**config.mk**
```make
export PLATFORM = sky130hd
export DESIGN_NAME = branch_redirect_unit
export DESIGN_NICKNAME = d
export VERILOG_FILES = /design/src/rtl/branch_redirect_unit.sv
export SDC_FILE = /design/constraint.sdc
export NUM_CORES = 1
export LEC_CHECK = 0
export BUFFER_PORTS_ARGS = -buffer_cell sky130_fd_sc_hd__buf_2
export CAP_MARGIN = 40
export CORE_ASPECT_RATIO = 1.1
export CORE_UTILIZATION = 28
export DETAILED_ROUTE_END_ITERATION = 12
export PLACE_DENSITY = 0.56
export SLEW_MARGIN = 25
export SYNTH_ARGS = -nofsm -noshare
export SYNTH_HDL_FRONTEND = slang
export SYNTH_SLANG_ARGS = --single-unit
```
**constraint.sdc**
```tcl
create_clock -name clk -period 4.3 [get_ports clk]
set_input_delay 0.215 -clock clk [delete_from_list [all_inputs] [get_ports clk]]
set_output_delay 0.215 -clock clk [all_outputs]
set_load 0.03 [all_outputs]
```
**src/rtl/branch_redirect_unit.sv**
```systemverilog
// Branch resolution and PC redirect control. A taken branch registers its target,
// asserts PCSource for one unstalled cycle and Flush for FLUSH_CYCLES unstalled cycles.
module branch_redirect_unit #(
    parameter int WIDTH        = 32,
    parameter int FLUSH_CYCLES = 2
) (
    input  logic             clk,
    input  logic             reset,
    input  logic             BranchValid,
    input  logic [2:0]       BranchOp,
    input  logic [WIDTH-1:0] RsData,
    input  logic [WIDTH-1:0] RtData,
    input  logic [WIDTH-1:0] PCPlus4,
    input  logic [15:0]      Offset,
    input  logic [25:0]      JumpIndex,
    input  logic             Stall,
    output logic             PCSource,
    output logic [WIDTH-1:0] BranchTarget,
    output logic             Flush,
    output logic [15:0]      BranchCount,
    output logic [15:0]      TakenCount
);

    localparam logic [2:0] FLUSH_LAST = 3'(FLUSH_CYCLES);

    typedef enum logic [1:0] {
        IDLE     = 2'd0,
        REDIRECT = 2'd1,
        FLUSH    = 2'd2
    } state_t;

    state_t           state_r;
    state_t           state_nxt_s;
    logic [2:0]       flush_cnt_r;
    logic [2:0]       flush_cnt_nxt_s;
    logic             taken_s;
    logic             rs_neg_s;
    logic             rs_zero_s;
    logic [WIDTH-1:0] offset_ext_s;
    logic [WIDTH-1:0] cond_target_s;
    logic [WIDTH-1:0] jump_target_s;
    logic [WIDTH-1:0] target_s;
    logic             pc_source_nxt_s;
    logic             flush_nxt_s;
    logic [WIDTH-1:0] target_nxt_s;
    logic [15:0]      branch_count_nxt_s;
    logic [15:0]      taken_count_nxt_s;

    assign rs_neg_s      = RsData[WIDTH-1];
    assign rs_zero_s     = (RsData == {WIDTH{1'b0}});
    assign offset_ext_s  = {{(WIDTH-18){Offset[15]}}, Offset, 2'b00};
    assign cond_target_s = PCPlus4 + offset_ext_s;
    assign jump_target_s = {PCPlus4[WIDTH-1:28], JumpIndex, 2'b00};
    assign target_s      = (BranchOp == 3'd6) ? jump_target_s : cond_target_s;

    // Branch condition evaluation; reserved op is never taken
    always_comb begin
        taken_s = 1'b0;
        case (BranchOp)
            3'd0:    taken_s = (RsData == RtData);
            3'd1:    taken_s = (RsData != RtData);
            3'd2:    taken_s = rs_neg_s || rs_zero_s;
            3'd3:    taken_s = !rs_neg_s && !rs_zero_s;
            3'd4:    taken_s = rs_neg_s;
            3'd5:    taken_s = !rs_neg_s;
            3'd6:    taken_s = 1'b1;
            default: taken_s = 1'b0;
        endcase
    end

    // State register plus registered outputs and counters
    always_ff @(posedge clk) begin
        if (reset) begin
            state_r      <= IDLE;
            flush_cnt_r  <= 3'd0;
            PCSource     <= 1'b0;
            Flush        <= 1'b0;
            BranchTarget <= {WIDTH{1'b0}};
            BranchCount  <= 16'd0;
            TakenCount   <= 16'd0;
        end else begin
            state_r      <= state_nxt_s;
            flush_cnt_r  <= flush_cnt_nxt_s;
            PCSource     <= pc_source_nxt_s;
            Flush        <= flush_nxt_s;
            BranchTarget <= target_nxt_s;
            BranchCount  <= branch_count_nxt_s;
            TakenCount   <= taken_count_nxt_s;
        end
    end

    // Next-state logic; flush_cnt counts Flush cycles already presented
    always_comb begin
        state_nxt_s     = state_r;
        flush_cnt_nxt_s = flush_cnt_r;
        if (Stall) begin
            state_nxt_s     = state_r;
            flush_cnt_nxt_s = flush_cnt_r;
        end else begin
            case (state_r)
                IDLE: begin
                    if (BranchValid && taken_s) begin
                        state_nxt_s     = REDIRECT;
                        flush_cnt_nxt_s = 3'd1;
                    end else begin
                        state_nxt_s     = IDLE;
                        flush_cnt_nxt_s = 3'd0;
                    end
                end
                REDIRECT: begin
                    if (FLUSH_LAST == 3'd1) begin
                        state_nxt_s     = IDLE;
                        flush_cnt_nxt_s = 3'd0;
                    end else begin
                        state_nxt_s     = FLUSH;
                        flush_cnt_nxt_s = 3'd2;
                    end
                end
                FLUSH: begin
                    if (flush_cnt_r >= FLUSH_LAST) begin
                        state_nxt_s     = IDLE;
                        flush_cnt_nxt_s = 3'd0;
                    end else begin
                        state_nxt_s     = FLUSH;
                        flush_cnt_nxt_s = flush_cnt_r + 3'd1;
                    end
                end
                default: begin
                    state_nxt_s     = IDLE;
                    flush_cnt_nxt_s = 3'd0;
                end
            endcase
        end
    end

    // Output and counter next values; branches outside IDLE are wrong-path and ignored
    always_comb begin
        pc_source_nxt_s    = PCSource;
        flush_nxt_s        = Flush;
        target_nxt_s       = BranchTarget;
        branch_count_nxt_s = BranchCount;
        taken_count_nxt_s  = TakenCount;
        if (Stall) begin
            pc_source_nxt_s = PCSource;
            flush_nxt_s     = Flush;
        end else begin
            case (state_r)
                IDLE: begin
                    if (BranchValid) begin
                        branch_count_nxt_s = BranchCount + 16'd1;
                        if (taken_s) begin
                            taken_count_nxt_s = TakenCount + 16'd1;
                            target_nxt_s      = target_s;
                            pc_source_nxt_s   = 1'b1;
                            flush_nxt_s       = 1'b1;
                        end else begin
                            pc_source_nxt_s = 1'b0;
                            flush_nxt_s     = 1'b0;
                        end
                    end else begin
                        pc_source_nxt_s = 1'b0;
                        flush_nxt_s     = 1'b0;
                    end
                end
                REDIRECT: begin
                    pc_source_nxt_s = 1'b0;
                    flush_nxt_s     = (FLUSH_LAST != 3'd1);
                end
                FLUSH: begin
                    pc_source_nxt_s = 1'b0;
                    if (flush_cnt_r >= FLUSH_LAST) begin
                        flush_nxt_s = 1'b0;
                    end else begin
                        flush_nxt_s = 1'b1;
                    end
                end
                default: begin
                    pc_source_nxt_s = 1'b0;
                    flush_nxt_s     = 1'b0;
                end
            endcase
        end
    end

endmodule
```
# [Word level (Yosys, flattened, before mapping)]
# Cells that the tools add are included.
[word_totals] reg_bits=71 out_inout_bits=66 word_cells=46
[classes] addsub=4 magnitude_cmp=1 n_eq_ne=10 mux=13 n_bitwise=1 reduce_logical=10
[ops] operator="16-bit by 1-bit adder with 16-bit output, second input constant" count=2
[ops] operator="32-bit adder" count=1
[ops] operator="32-bit == test" count=1
[ops] operator="32-bit zero test" count=1
[ops] operator="32-bit two-way mux" count=1
[ops] operator="32-bit != test" count=1
[ops] operator="3-bit == test, second input constant" count=3
[ops] operator="3-bit one-hot mux with 3 select lines" count=1
[ops] operator="1-bit one-hot mux with 7 select lines" count=1
[ops] operator="3-bit by 2-bit == test with 1-bit output, second input constant" count=2
[ops] operator="1-bit two-way mux" count=6
[ops] operator="2-bit one-hot mux with 3 select lines" count=1
[ops] operator="4-bit AND reduction" count=1
[ops] operator="3-bit by 1-bit adder with 3-bit output, second input constant" count=1
[ops] operator="3-bit by 1-bit == test with 1-bit output, second input constant" count=1
[ops] operator="3-bit by 2-bit >= comparator with 1-bit output, second input constant" count=1
[ops] operator="3-bit zero test" count=1
[ops] operator="3-bit two-way mux" count=1
[ops] operator="1-bit one-hot mux with 3 select lines" count=1
[ops] operator="3-bit AND reduction" count=1
[ops] operator="2-bit by 1-bit == test with 1-bit output, second input constant" count=1
[ops] operator="2-bit == test, second input constant" count=1
[ops] operator="1-bit logical AND" count=2
[ops] operator="1-bit zero test" count=2
[ops] operator="other kinds (4)" count=4

# [Depth between registers and ports, before layout]
[logic_depth] ltp_word=7 depth_mapped=10

# [Worst setup path before layout]
# Ideal clock, no wire load.
[synth_path] path_kind="input-to-reg" start="input PCPlus4[2]" end="register BranchTarget[28]" setup_ns=0.101 t_arrival_ns=2.594 required_ns=4.199 setup_slack_ns=1.605 path_stages=10 n_path_buf=0 path_cell_list="ha_1 -> fa_1 -> a211oi_1 -> o21ai_0 -> and3_1 -> or4b_4 -> a31oi_1 -> nor2_1 -> mux2i_1 -> o41ai_1"
[synth_between] elab_chain_len=2
[synth_rtl] element="start: declaration" line_no="13" text="input logic [WIDTH-1:0] PCPlus4,"
[synth_rtl] element="32-bit adder" line_no="52" text="assign cond_target_s = PCPlus4 + offset_ext_s;"
[synth_rtl] element="32-bit two-way mux" line_no="54" text="assign target_s = (BranchOp == 3'd6) ? jump_target_s : cond_target_s;"
[synth_rtl] element="end signal: assignment" line_no="78" text="BranchTarget <= {WIDTH{1'b0}};"
[synth_rtl] element="end signal: assignment" line_no="86" text="BranchTarget <= target_nxt_s;"
[synth_rtl] element="end: declaration" line_no="18" text="output logic [WIDTH-1:0] BranchTarget,"
# Every way passes these cells.
# A chain may end at the register's enable or synchronous reset.

# [Worst setup path in the final report]
# Same ends and word-level chain as after synthesis.

==> results.yml <==
logic_synthesis:
  synth_seq_area_share: 0.269
  ys_types: 67
  synthXorXnorAreaFrac: 0.114
  synth_top_area_frac: 0.269
  synthTopCellsByArea: "dfxtp_1 27%, xnor2_1 9.6%, ha_1 7.8%"
  synth-compound-area-share: 0.236
  synth_top_family_by_area: "simple AND/OR/NAND/NOR gates"
  synth_edf_count: 0
  synth_flop_cell: "dfxtp_1"
  synth_area_per_cell_um2: 7.98
  yosys.area_share.simple: 0.247
  syn_inst: 662
  yosysWarnings: 0
  ys_async_sr_fraction: 0
  syn-num-nets: 841
  synthAdderAreaFrac: 0.0820
  synthTopCellsByCount: "82 x nor2_1, 71 x dfxtp_1, 58 x xnor2_1"
  yosysMostFrequentCell: "nor2_1"
  muxShareOfSynthArea: 0.0194
  synth_area_mm2: 0.00528
  yosys.area.top_type: "dfxtp_1"
  synth_seq_cells: 71
status:
  status: "completed"
drt:
  antenna_left: 0
  drtIter0Drc: 293
  drc: 0
  drt_pass1_iterations: 4
  wl_per_cell_um: 15.1
  vias: 5451
  drt_wl_total_um: 16700
  viasPerCell: 4.91
finish:
  drive_gt1_frac: 0.293
  nFillCells: 1931
  diodes: 0
  multi_input_area_mm2: 0.00369
  area_delta_synth_final_pct: 31.0
  regArea_mm2: 0.00142
  nets: 1041
floorplanning:
  start_util: 0.287
  io_pins: 211
  die_height_um: 146
  rows: 52
  die_x_um: 133
  die_area_mm2: 0.0194
  design.core.area_mm2: 0.0184
min_path:
  hold_end: "BranchTarget[12]$_SDFFE_PP0P_"
  worstHoldPathCells: 3
  hold_path.class: "in -> reg"
  hp-start: "JumpIndex[10]"
setup_path:
  critPathMaxFanout: 4
  r2r-end: "TakenCount[14]$_SDFFE_PP0P_"
  arrival_ns: 3.04
  crit_type: "in -> reg"
  startpoint_type: "primary input"
  worstPathRequired_ns: 4.54
  cp-end-kind: "register"
  r2r_slack_ns: 1.73
  reg2reg_from: "state_r[1]$_SDFFE_PP0N_"
  rr_worst_depth: 7
clock_tree:
  htree_levels: 3
  cts_setup_buffers: 0
  cts_buffers: 9
  holdBufCountCts: 0
  cts.sink_count: 71
  root_buffer: "clkbuf_16"
  cts_resized: 0
  cts.clk_slew.worst_paths_ns: 0.06
  clk_latency_ns: 0.35
  clockBufferDepth: 2
  cts_tree: "yes"
timing:
  drv_slew: 0
  setup_viol: 0
  hold_ws_ns: 0.125
  period_share: 0.652
  finalSetupTns_ns: 0
  period_needed_ns: 2.80
  hold_viol: 0
  max_freq_mhz: 357
  tightest_slew_ns: 0.710
  skew_ns: 0.00561
  rsz0062_at_grt: "false"
  relSlewSlack: 0.527
pwr:
  ir_worst_vdd_v: 0.000177
  p_per_area_mw_per_mm2: 307
  p_leak_nw: 3.02
place:
  place_hpwl_um: 13000
  routabilityCongestion: 0.893
  portBuffers: 210
flow_run:
  maxCapViolations: 0
grt:
  grt_overflow: 0
  grt_max_degree: 46
  grt_pass1_wl_um: 26900
  grt_pass1_vias: 5247
  antenna_found_initial: 0
  track_usage: 0.174
critical path, cell delays in order:
cell      delay (ns)
buf_2           0.10
ha_1            0.22
fa_1            0.43
a211oi_1        0.30
o21ai_0         0.19
and3_1          0.21
or4b_4          0.59
a31oi_1         0.23
nor2_1          0.10
mux2i_1         0.13
o41ai_1         0.31
power breakdown:
| group | total, mW | internal, mW | leakage, nW | switching [mW] |
|---|---|---|---|---|
| logic | 0.567 | 0.238 | 2.28 | 0.329 |
| clock network | 0.857 | 0.543 | 0.159 | 0.315 |
| registers | 0.699 | 0.683 | 0.576 | 0.0158 |
| total | 2.12 | 1.46 | 3.02 | 0.660 |
kinds of logic after synthesis:
| kind of cell | after synthesis |
|---|---|
| AND/OR/NAND/NOR | 263 |
| buffers and inverters | 42 |
| flip-flops | 71 |
| AO/OA/AOI/OAI | 173 |
| multiplexers | 10 |
| XOR/XNOR | 69 |
| adder cells (fa/ha/maj) | 34 |
registers in the layout, indices dropped and copies added, names as in the netlist:
register / cells
BranchTarget: 32
flush_cnt_r: 3
PCSource: 1
state_r: 2
BranchCount: 16
TakenCount: 16
Flush: 1
layout by cell type (no fill, tap or decap), drive strengths merged, types with 8 or more instances in the layout:
cell and count:
buf 219, nor2 82, dfxtp 71, xnor2 58, nand2 57, a21oi 45, ha 33, a211oi 26
nand3 24, o21ai 24, nand4 23, nor3 20, a21o 15, inv 13, and3 12, clkbuf 12
xor2 11, a311oi 10, nand2b 9, nor4 9, mux2i 8, a2111oi 8
layout make-up:
type | count | area share
inverters | 12 | 0.00651
clock inverters | 4 | 0.0110
multi-input cells | 549 | 0.534
flip-flops and latches | 71 | 0.205
clock buffers | 12 | 0.0371
well taps | 243 | 0.0440
repair buffers | 219 | 0.162
stage by stage:
step / utilization / worst slack (ns) / instance area (um2) / total power, mW / std cells
2_1_floorplan: - / 1.61 / 5280 / 1.09 / 662
3_3_place_gp: 0.357 / 1.27 / 6570 / 1.28 / 1093
3_5_place_dp: 0.357 / 1.18 / 6570 / 1.28 / 1093
4_1_cts: 0.375 / 1.52 / 6910 / 2.14 / 1109
5_1_grt: 0.376 / 1.19 / 6920 / 2.25 / 1110
6_report: 0.376 / 1.50 / 6920 / 2.12 / 1110
per-layer routing:
layer  track usage  vias to the layer above  part of all wire
li1              -                     2845                 -
met1         0.229                     2459              0.47
met2         0.283                      126              0.46
met3        0.0340                       21             0.047
met4        0.0580                        0             0.017
met5             0                        -                 0
worst max path at each step:
stage,end,slack (ns),depth (start not counted),startpoint
after detailed placement,BranchTarget[28]$_SDFFE_PP0P_,1.18,11,PCPlus4[2]
final,BranchTarget[28]$_SDFFE_PP0P_,1.50,11,PCPlus4[2]
after floorplan,BranchTarget[28]$_SDFFE_PP0P_,1.61,10,PCPlus4[2]
after global placement,BranchTarget[28]$_SDFFE_PP0P_,1.27,11,PCPlus4[2]
after global routing,BranchTarget[28]$_SDFFE_PP0P_,1.19,11,PCPlus4[2]
after CTS,BranchTarget[28]$_SDFFE_PP0P_,1.52,11,PCPlus4[2]
Note: power is estimated with default switching activity, not from simulation.
